### src/rtl/rr_arbiter_4ch_if.sv
// Request/grant bundle between four requesters and the round-robin arbiter.
// The arbiter side (master) drives the encoded grant; requesters (slave) drive req.
interface rr_arbiter_4ch_if;
  logic [3:0] req;
  logic [1:0] grant_idx;
  logic       grant_en;
  logic       forced_rel;
  logic       busy;

  modport master (
    input  req,
    output grant_idx,
    output grant_en,
    output forced_rel,
    output busy
  );

  modport slave (
    output req,
    input  grant_idx,
    input  grant_en,
    input  forced_rel,
    input  busy
  );
endinterface

### src/rtl/rr_arbiter_4ch.sv
// 4-way round-robin arbiter with break-before-make gap and hold timeout; grant one cycle after req.
// No backpressure: requesters hold req level-high; a grant ends on release or after MAX_HOLD cycles.
module rr_arbiter_4ch #(
  parameter int MAX_HOLD = 8
) (
  input  logic               clk,
  input  logic               rst_n,
  rr_arbiter_4ch_if.master   arb
);

  localparam int CNT_W = $clog2(MAX_HOLD + 1);
  localparam logic [CNT_W-1:0] HOLD_LAST = CNT_W'(MAX_HOLD - 1);

  typedef enum logic {IDLE, GRANT} state_t;

  state_t           state_q, state_d;
  logic [CNT_W-1:0] hold_q, hold_d;
  logic [1:0]       last_q, last_d;
  logic [1:0]       idx_q, idx_d;
  logic             en_q, en_d;
  logic             frc_q, frc_d;

  logic [1:0]       cand;
  logic [1:0]       sel;
  logic             found;

  always_ff @(posedge clk or negedge rst_n) begin
    if (!rst_n) begin
      state_q <= IDLE;
      hold_q  <= '0;
      last_q  <= 2'b11;
      idx_q   <= 2'b00;
      en_q    <= 1'b0;
      frc_q   <= 1'b0;
    end else begin
      state_q <= state_d;
      hold_q  <= hold_d;
      last_q  <= last_d;
      idx_q   <= idx_d;
      en_q    <= en_d;
      frc_q   <= frc_d;
    end
  end

  // Cyclic search starting just after the last served channel.
  always_comb begin
    cand  = 2'b00;
    sel   = last_q;
    found = 1'b0;
    for (int i = 1; i <= 4; i++) begin
      cand = last_q + 2'(i);
      if (!found && arb.req[cand]) begin
        found = 1'b1;
        sel   = cand;
      end
    end
  end

  always_comb begin
    state_d = state_q;
    hold_d  = hold_q;
    last_d  = last_q;
    idx_d   = idx_q;
    en_d    = en_q;
    frc_d   = 1'b0;
    case (state_q)
      IDLE: begin
        en_d = 1'b0;
        if (found) begin
          idx_d   = sel;
          last_d  = sel;
          en_d    = 1'b1;
          hold_d  = '0;
          state_d = GRANT;
        end
      end
      GRANT: begin
        // Release wins over timeout when both land on the same edge.
        if (!arb.req[idx_q]) begin
          en_d    = 1'b0;
          state_d = IDLE;
        end else if (hold_q == HOLD_LAST) begin
          en_d    = 1'b0;
          frc_d   = 1'b1;
          state_d = IDLE;
        end else begin
          hold_d = hold_q + CNT_W'(1);
        end
      end
      default: begin
        en_d    = 1'b0;
        state_d = IDLE;
      end
    endcase
  end

  assign arb.grant_idx  = idx_q;
  assign arb.grant_en   = en_q;
  assign arb.forced_rel = frc_q;
  assign arb.busy       = en_q;

endmodule

### src/flat_wrapper.sv
// flat-port wrapper written by rule: the top's interface ports become plain ports
module rr_arbiter_4ch_flat 
#(
  parameter int MAX_HOLD = 8
)
  (clk, rst_n, arb_req, arb_grant_idx, arb_grant_en, arb_forced_rel, arb_busy);
  rr_arbiter_4ch_if arb_i ();
  input  logic clk;
  input  logic rst_n;
  input wire logic [$bits(arb_i.req)-1:0] arb_req;
  output wire logic [$bits(arb_i.grant_idx)-1:0] arb_grant_idx;
  output wire logic [$bits(arb_i.grant_en)-1:0] arb_grant_en;
  output wire logic [$bits(arb_i.forced_rel)-1:0] arb_forced_rel;
  output wire logic [$bits(arb_i.busy)-1:0] arb_busy;
  assign arb_i.req = arb_req;
  assign arb_grant_idx = arb_i.grant_idx;
  assign arb_grant_en = arb_i.grant_en;
  assign arb_forced_rel = arb_i.forced_rel;
  assign arb_busy = arb_i.busy;
  rr_arbiter_4ch #(.MAX_HOLD(MAX_HOLD)) u_core (.clk(clk), .rst_n(rst_n), .arb(arb_i));
endmodule
### config.mk
export PLATFORM = sky130hd
export DESIGN_NAME = rr_arbiter_4ch_flat
export DESIGN_NICKNAME = d
export VERILOG_FILES = /design/src/rtl/rr_arbiter_4ch_if.sv /design/src/rtl/rr_arbiter_4ch.sv /design/src/flat_wrapper.sv
export SDC_FILE = /design/constraint.sdc
export NUM_CORES = 1
export LEC_CHECK = 0
export ABC_CLOCK_PERIOD_IN_PS = 5100
export CAP_MARGIN = 20
export CORE_AREA = 4 4 41 43
export CTS_BUF_LIST = sky130_fd_sc_hd__clkbuf_2 sky130_fd_sc_hd__clkbuf_4 sky130_fd_sc_hd__clkbuf_8
export DETAILED_ROUTE_END_ITERATION = 8
export DIE_AREA = 0 0 45 47
export MAX_ROUTING_LAYER = met4
export PLACE_DENSITY = 0.67
export SYNTH_ARGS = -nofsm -noshare
export SYNTH_HDL_FRONTEND = slang
export SYNTH_SLANG_ARGS = --single-unit
### constraint.sdc
create_clock -name clk -period 5.1 [get_ports clk]
set_clock_uncertainty 0.15 [all_clocks]
set_input_delay 1.02 -clock clk [delete_from_list [all_inputs] [get_ports clk]]
set_output_delay 1.02 -clock clk [all_outputs]
set_load 0.05 [all_outputs]
==> results_tabular.tex, run 1 <==
\begin{tabular}{lr}
\hline
Metric & Value \\
\hline
\multicolumn{2}{l}{\textbf{Critical path}} \\
Worst path cell trace & clkdlybuf4s50\_1 \\
Top Family by Delay on Critical Path & buffers and inverters \\
Delay of the slowest cell on the worst path & 0.83 ns \\
Data required time at the worst endpoint & 3.93 ns \\
Highest-delay cell along the critical path & sky130\_fd\_sc\_hd\_\_clkdlybuf4s50\_1 \\
Type of destination of the critical path & output port \\
WS Path Type & reg -> out \\
Arrival time at the worst endpoint & 1.51 ns \\
Count of buffering cells on the critical path with inverters included & 1 \\
Critical path peak fanout & 3 \\
Nature of the critical path startpoint & register \\
\multicolumn{2}{l}{\textbf{Timing}} \\
Worst slew pin tran & 0.494 ns \\
RSZ-0062 raised after global routing & false \\
Sum of negative setup slack & 0 ns \\
Post-layout minimum cycle time & 2.68 ns \\
Highest clock rate & 373 MHz \\
Period utilization & 52.6\% \\
Relative max-transition margin & 67.0\% \\
Final count of negative-setup-slack endpoints & 0 \\
Number of pins exceeding their max-slew limit in the final report & 0 \\
Final hold vios & 0 \\
\multicolumn{2}{l}{\textbf{Finish}} \\
Number of fill cells in the layout & 130 \\
Number of nets at the end of the flow & 75 \\
Layout-stage area growth over the synthesis result & 23.1\% \\
Diodes inserted & 0 \\
Share of cells above drive strength 1 & 11.9\% \\
Final cell count without fillers & 82 \\
\multicolumn{2}{l}{\textbf{Clock network}} \\
Post-cts gate resize count & 0 \\
CTS tree & done \\
Post-CTS setup repair buffer count & 0 \\
CTS buffer count & 3 \\
Number of hold-repair buffers added at the cts stage & 0 \\
Number of H-tree branching levels & 1 \\
Root Buffer Master & sky130\_fd\_sc\_hd\_\_clkbuf\_4 \\
Reg clk slew, reported paths & 0.07 ns \\
Max clock buf depth & 2 \\
Clk\_lat worst skew & 0.27 ns \\
Clock Sinks & 11 \\
\multicolumn{2}{l}{\textbf{Die}} \\
Die outline area & 0.00212 mm2 \\
Total I/O pin count & 11 \\
Core Area & 0.00130 mm2 \\
Horizontal die dimension & 45 um \\
\# rows & 13 \\
Initial Utilization & 43.4\% \\
Height of the die & 47 um \\
\multicolumn{2}{l}{\textbf{Global route}} \\
Maximum number of pins on one net before global-route repair & 12 \\
Grt total ovfl & 0 \\
Number of antenna violations at the first check in global routing & 0 \\
Wire length of the first global-routing pass & 1.76 mm \\
GRT Total Usage & 12.6\% \\
Vias in the first global route & 407 \\
\multicolumn{2}{l}{\textbf{Power and ir drop}} \\
Leakage & 0.325 nW \\
Peak supply drop & 0.374 mV \\
Power density relative to cell area & 644 mW/mm2 \\
\multicolumn{2}{l}{\textbf{Run status}} \\
Outcome & completed \\
\multicolumn{2}{l}{\textbf{Job}} \\
Total of max-cap violations & 0 \\
\multicolumn{2}{l}{\textbf{Placement}} \\
Last weighted congestion value of the routability-driven placer & 0.725 \\
Placed cells & 78 \\
Final HPWL DP & 817 um \\
Count of port buffers added during placement & 10 \\
\multicolumn{2}{l}{\textbf{Synth}} \\
\#FFs+latches synth & 11 \\
Post-synthesis sequential area ratio & 49.2\% \\
Number of instances in the synthesized netlist & 55 \\
Combined area of all synthesized cells & 564 um2 \\
Syn nets & 62 \\
Number of distinct standard cells referenced by the synthesized netlist & 26 \\
Synth Area per Inst & 10.3 um2 \\
Yosys warnings & 0 \\
\multicolumn{2}{l}{\textbf{Routing}} \\
Per-cell via count in the routed design & 5.27 \\
Total via count in the routed design & 432 \\
DRC marker count from the first detailed-route iteration & 10 \\
Post-detailed-route wirelength per cell & 12.9 um \\
Remaining routing DRC violations & 0 \\
Detailed-route wire length & 1.06 mm \\
Initial DRT Pass Iterations & 3 \\
Routed Antenna Nets & 0 \\
\multicolumn{2}{l}{\textbf{Min path}} \\
Worst hold path class & reg -> reg \\
\hline
\end{tabular}
[routing by layer]
layer / vias up / share of wire [%] / global-route usage [%]
met4: 0 / 2.4 / 8.77
li1: 222 / - / -
met3: 4 / 4.3 / 2.30
met1: 199 / 49 / 15.8
met2: 7 / 44 / 18.1
met5: - / 0 / -
[logic make-up after synthesis]
| kind of cell | synth area share, % |
|---|---|
| simple gates | 16.9 |
| compound gates | 19.1 |
| flops | 49.2 |
| buf+inv | 5.32 |
| mux | 5.76 |
| xor+xnor | 1.55 |
| fa+ha+maj | 2.22 |
[worst register-to-register path: stages, from the launching register on]
cell                      delay, ns
sky130_fd_sc_hd__dfrtp_1       0.41
sky130_fd_sc_hd__mux4_2        0.55
sky130_fd_sc_hd__and3_1        0.27
sky130_fd_sc_hd__nand4_2       0.13
sky130_fd_sc_hd__mux2i_1       0.19
[registers in the layout, summed over array words and instances (netlist names)]
| signal | count |
|---|---|
| u_core.hold_q | 4 |
| u_core.arb.grant_idx | 2 |
| u_core.last_q | 2 |
| u_core.arb.busy | 1 |
| u_core.arb.forced_rel | 1 |
| u_core.state_q | 1 |
[cell type report]
class	instances	area, um2	area share, %
repair buffers	10	100	14.4
clock buffers	4	30.0	4.32
inverters	3	11.3	1.62
multi-input cells	39	256	36.9
flip-flops and latches	11	278	40.0
well taps	15	18.8	2.70
[layout by cell type (no fill, tap or decap), types with 2 or more instances in the layout]
cell	synthesis	final
sky130_fd_sc_hd__a31oi_1	2	2
sky130_fd_sc_hd__a21oi_1	2	2
sky130_fd_sc_hd__dfstp_2	2	2
sky130_fd_sc_hd__clkdlybuf4s50_1	0	10
sky130_fd_sc_hd__nor2b_1	2	2
sky130_fd_sc_hd__dfrtp_1	9	9
sky130_fd_sc_hd__inv_1	3	3
sky130_fd_sc_hd__o21ai_0	3	3
sky130_fd_sc_hd__clkbuf_4	0	4
sky130_fd_sc_hd__a21o_1	4	4
sky130_fd_sc_hd__nor2_1	5	5
sky130_fd_sc_hd__nand2_1	7	7
[cell usage after synthesis]
master	n	area, um2
sky130_fd_sc_hd__dfrtp_1	9	225
sky130_fd_sc_hd__nand2_1	7	26.3
sky130_fd_sc_hd__nor2_1	5	18.8
sky130_fd_sc_hd__a21o_1	4	30.0
sky130_fd_sc_hd__inv_1	3	11.3
sky130_fd_sc_hd__o21ai_0	3	15.0
sky130_fd_sc_hd__a21oi_1	2	10.0
sky130_fd_sc_hd__a31oi_1	2	12.5
sky130_fd_sc_hd__dfstp_2	2	52.6
sky130_fd_sc_hd__nor2b_1	2	12.5
sky130_fd_sc_hd__a211oi_1	1	7.51
sky130_fd_sc_hd__a21boi_0	1	7.51
sky130_fd_sc_hd__a2bb2oi_1	1	8.76
sky130_fd_sc_hd__and3_1	1	6.26
sky130_fd_sc_hd__buf_4	1	7.51
sky130_fd_sc_hd__buf_6	1	11.3
sky130_fd_sc_hd__ha_1	1	12.5
sky130_fd_sc_hd__mux2i_1	1	10.0
sky130_fd_sc_hd__mux4_2	1	22.5
sky130_fd_sc_hd__nand3_1	1	5.00
sky130_fd_sc_hd__nand3b_1	1	7.51
sky130_fd_sc_hd__nand4_2	1	12.5
sky130_fd_sc_hd__o2111ai_1	1	8.76
sky130_fd_sc_hd__o21a_1	1	7.51
sky130_fd_sc_hd__or2_1	1	6.26
sky130_fd_sc_hd__xnor2_1	1	8.76
[metrics by stage]
step / total power, W / area, um2 / setup WS, ns / utilization [%] / hold slack [ns]
global route: 0.000479 / 694 / 2.35 / 53.4 / 0.376
detailed placement: 0.000381 / 664 / 2.25 / 51.1 / 0.343
CTS: 0.000449 / 694 / 2.41 / 53.4 / 0.363
finish: 0.000447 / 694 / 2.42 / 53.4 / 0.356
global placement: 0.000379 / 664 / 2.32 / 51.1 / 0.341
floorplan: 0.000332 / 564 / 2.83 / - / 0.309
[path summary, 6_finish.rpt]
path                                         start          endpoint  slack [ns]  cells past startpoint
min reg2reg                       u_core.hold_q[3]  u_core.hold_q[3]        0.36                      1
max in group asynchronous                    rst_n  u_core.last_q[1]        3.53                      1
min in group asynchronous                    rst_n  u_core.hold_q[2]        0.92                      1
max reg2reg                u_core.arb.grant_idx[0]  u_core.hold_q[3]        3.32                      4
min                               u_core.hold_q[3]  u_core.hold_q[3]        0.36                      1
max                        u_core.arb.grant_idx[0]  arb_grant_idx[0]        2.42                      1
[power breakdown]
group / internal, W / switching [W]
sequential: 0.000127 / 0.0000361
combinational: 0.0000876 / 0.000128
clock: 0.0000357 / 0.0000323
total: 0.000250 / 0.000197
(Power assumes the default switching activity.)
==> run 2, diff against run 1 <==
--- a/config.mk
+++ b/config.mk
@@ -5,7 +5,7 @@
 export SDC_FILE = /design/constraint.sdc
 export NUM_CORES = 1
 export LEC_CHECK = 0
-export ABC_CLOCK_PERIOD_IN_PS = 5100
+export ABC_CLOCK_PERIOD_IN_PS = 2730
 export CAP_MARGIN = 20
 export CORE_AREA = 4 4 41 43
 export CTS_BUF_LIST = sky130_fd_sc_hd__clkbuf_2 sky130_fd_sc_hd__clkbuf_4 sky130_fd_sc_hd__clkbuf_8
==> constraint.sdc (replaced) <==
create_clock -name clk -period 2.73 [get_ports clk]
set_clock_uncertainty 0.15 [all_clocks]
set_input_delay 0.546 -clock clk [delete_from_list [all_inputs] [get_ports clk]]
set_output_delay 0.546 -clock clk [all_outputs]
set_load 0.05 [all_outputs]
==> run 2 against run 1 <==
Power up 86%. Sequential power grew 87%. Clock-buffer cell count did not move. Critical path type unchanged. Critical endpoint unchanged. Largest cell class unchanged. Highest routed layer unchanged.
==> results_tabular.tex, run 2 (synthesis gave the netlist of run 1 again) <==
\begin{tabular}{lr}
\hline
Metric & Value \\
\hline
\multicolumn{2}{l}{\textbf{Routing}} \\
Post-detailed-route wirelength per cell & 13.0 um \\
Routed Antenna Nets & 0 \\
Remaining routing DRC violations & 0 \\
Initial DRT Pass Iterations & 4 \\
Total via count in the routed design & 438 \\
Detailed-route wire length & 1.06 mm \\
Per-cell via count in the routed design & 5.34 \\
DRC marker count from the first detailed-route iteration & 5 \\
\multicolumn{2}{l}{\textbf{Global route}} \\
Most used routing layer & met2 \\
Fraction of met3 tracks used by global routing & 2.30\% \\
Maximum number of pins on one net before global-route repair & 12 \\
GRT Total Usage & 12.6\% \\
Wire length of the first global-routing pass & 1.77 mm \\
GR Layer Usage met2 & 17.8\% \\
Grt total ovfl & 0 \\
Global Route met1 Usage & 16.3\% \\
Number of antenna violations at the first check in global routing & 0 \\
Vias in the first global route & 413 \\
\multicolumn{2}{l}{\textbf{Power and ir drop}} \\
Peak supply drop & 0.698 mV \\
Fraction of power consumed by combinational cells & 48.4\% \\
Part of the total power dissipated in sequential elements & 36.5\% \\
Power density relative to cell area & 1200 mW/mm2 \\
Power spent charging and discharging nets & 0.000366 W \\
Internal Pwr Total & 0.000468 W \\
Switching share of total power & 43.9\% \\
Leakage & 0.325 nW \\
Clk network pwr share & 15.1\% \\
\multicolumn{2}{l}{\textbf{Critical path}} \\
Critical path peak fanout & 3 \\
Depth of the critical timing path with buffers and inverters included & 1 \\
Data required time at the worst endpoint & 2.03 ns \\
Arrival time at the worst endpoint & 1.51 ns \\
RR Endpoint & u\_core.hold\_q[3] \\
Cell count of the worst reg-to-reg path & 4 \\
Type of destination of the critical path & output port \\
Worst path cell trace & clkdlybuf4s50\_1 \\
Worst setup path endpoint & arb\_grant\_idx[0] \\
Worst reg-to-reg setup slack & 0.96 ns \\
Top Family by Delay on Critical Path & buffers and inverters \\
Nature of the critical path startpoint & register \\
Count of buffering cells on the critical path with inverters included & 1 \\
Delay of the slowest cell on the worst path & 0.82 ns \\
WS Path Type & reg -> out \\
Critical path origin & u\_core.arb.grant\_idx[0] \\
RR Startpoint & u\_core.arb.grant\_idx[0] \\
Highest-delay cell along the critical path & sky130\_fd\_sc\_hd\_\_clkdlybuf4s50\_1 \\
\multicolumn{2}{l}{\textbf{Finish}} \\
Layout-stage area growth over the synthesis result & 23.1\% \\
Number of fill cells in the layout & 132 \\
Most frequent standard cell in the layout excluding fill and tap cells & sky130\_fd\_sc\_hd\_\_clkdlybuf4s50\_1 \\
Final Util & 53.4\% \\
Flip-flop count of the largest register, all copies and words added & 4 \\
Diodes inserted & 0 \\
Commonest cells after routing, fill and taps aside & sky130\_fd\_sc\_hd\_\_clkdlybuf4s50\_1 (10), sky130\_fd\_sc\_hd\_\_dfrtp\_1 (9), sky130\_fd\_sc\_hd\_\_nand2\_1 (7), sky130\_fd\_sc\_hd\_\_nor2\_1 (5) \\
Number of nets at the end of the flow & 75 \\
Most flop-heavy register & u\_core.hold\_q \\
Share of cells above drive strength 1 & 11.9\% \\
\multicolumn{2}{l}{\textbf{Clock network}} \\
CTS buffer count & 3 \\
Root Buffer Master & sky130\_fd\_sc\_hd\_\_clkbuf\_4 \\
Max clock buf depth & 2 \\
Clock Sinks & 11 \\
Number of hold-repair buffers added at the cts stage & 0 \\
Number of H-tree branching levels & 1 \\
CTS tree & done \\
Post-cts gate resize count & 0 \\
Post-CTS setup repair buffer count & 0 \\
Reg clk slew, reported paths & 0.07 ns \\
Clk\_lat worst skew & 0.27 ns \\
\multicolumn{2}{l}{\textbf{Die}} \\
\# rows & 13 \\
Horizontal die dimension & 45 um \\
Height of the die & 47 um \\
Total I/O pin count & 11 \\
Die outline area & 0.00212 mm2 \\
Core Area & 0.00130 mm2 \\
Initial Utilization & 43.4\% \\
\multicolumn{2}{l}{\textbf{Timing}} \\
Hold Worst Slack & 0.356 ns \\
Final count of negative-setup-slack endpoints & 0 \\
Sum of negative setup slack & 0 ns \\
Worst slew pin tran & 0.494 ns \\
Relative max-transition margin & 67.0\% \\
Number of pins exceeding their max-slew limit in the final report & 0 \\
Post-layout minimum cycle time & 2.20 ns \\
RSZ-0062 raised after global routing & false \\
Period utilization & 80.7\% \\
Final hold vios & 0 \\
Highest clock rate & 454 MHz \\
\multicolumn{2}{l}{\textbf{Job}} \\
Total of max-cap violations & 0 \\
\multicolumn{2}{l}{\textbf{Placement}} \\
Count of port buffers added during placement & 10 \\
Final HPWL DP & 824 um \\
Last weighted congestion value of the routability-driven placer & 0.725 \\
\multicolumn{2}{l}{\textbf{Run status}} \\
Outcome & completed \\
\multicolumn{2}{l}{\textbf{Min path}} \\
Worst hold path class & reg -> reg \\
\hline
\end{tabular}
-- run 2: cell counts in the layout (fill, tap and decap cells not counted) --
Identical to the previous run, type by type.
-- run 2: final cells by class --
| cell class | instances | area (um2) | share of cell area (%) |
|---|---|---|---|
| repair buffers | 10 | 100 | 14.4 |
| flip-flops and latches | 11 | 278 | 40.0 |
| multi-input cells | 39 | 256 | 36.9 |
| clock buffers | 4 | 30.0 | 4.32 |
| inverters | 3 | 11.3 | 1.62 |
| well taps | 15 | 18.8 | 2.70 |
-- run 2: power groups by stage --
stage,combinational [W],sequential [W],clock (W)
global route,0.000445,0.000316,0.000134
finish,0.000404,0.000304,0.000126
detailed placement,0.000406,0.000306,0
global placement,0.000404,0.000303,0
CTS,0.000408,0.000304,0.000129
floorplan,0.000248,0.000371,0
-- run 2: routing by layer --
metal / routed length (um) / part of all wire (%)
met5: 0 / 0
met1: 511 / 48
met3: 48 / 4.5
met2: 480 / 45
met4: 22 / 2.1
-- run 2: worst min-delay path by stage --
stage,start,end,slack (ns),cells after the start
floorplan,rst_n,u_core.arb.busy,0.10,0
global placement,u_core.hold_q[3],u_core.hold_q[3],0.34,1
detailed placement,u_core.arb.busy,u_core.arb.busy,0.34,2
CTS,u_core.arb.busy,u_core.arb.busy,0.36,2
global route,u_core.hold_q[3],u_core.hold_q[3],0.38,1
finish,u_core.hold_q[3],u_core.hold_q[3],0.36,1
-- run 2: through the flow --
step                      setup WS [ns]  std cells  power [W]  instance area, um2
after floorplan                   0.719         55   0.000619                 564
final                             0.526         82   0.000833                 694
after detailed placement          0.355         78   0.000713                 664
after global placement            0.422         78   0.000707                 664
after CTS                         0.515         82   0.000840                 694
after global routing              0.465         82   0.000895                 694
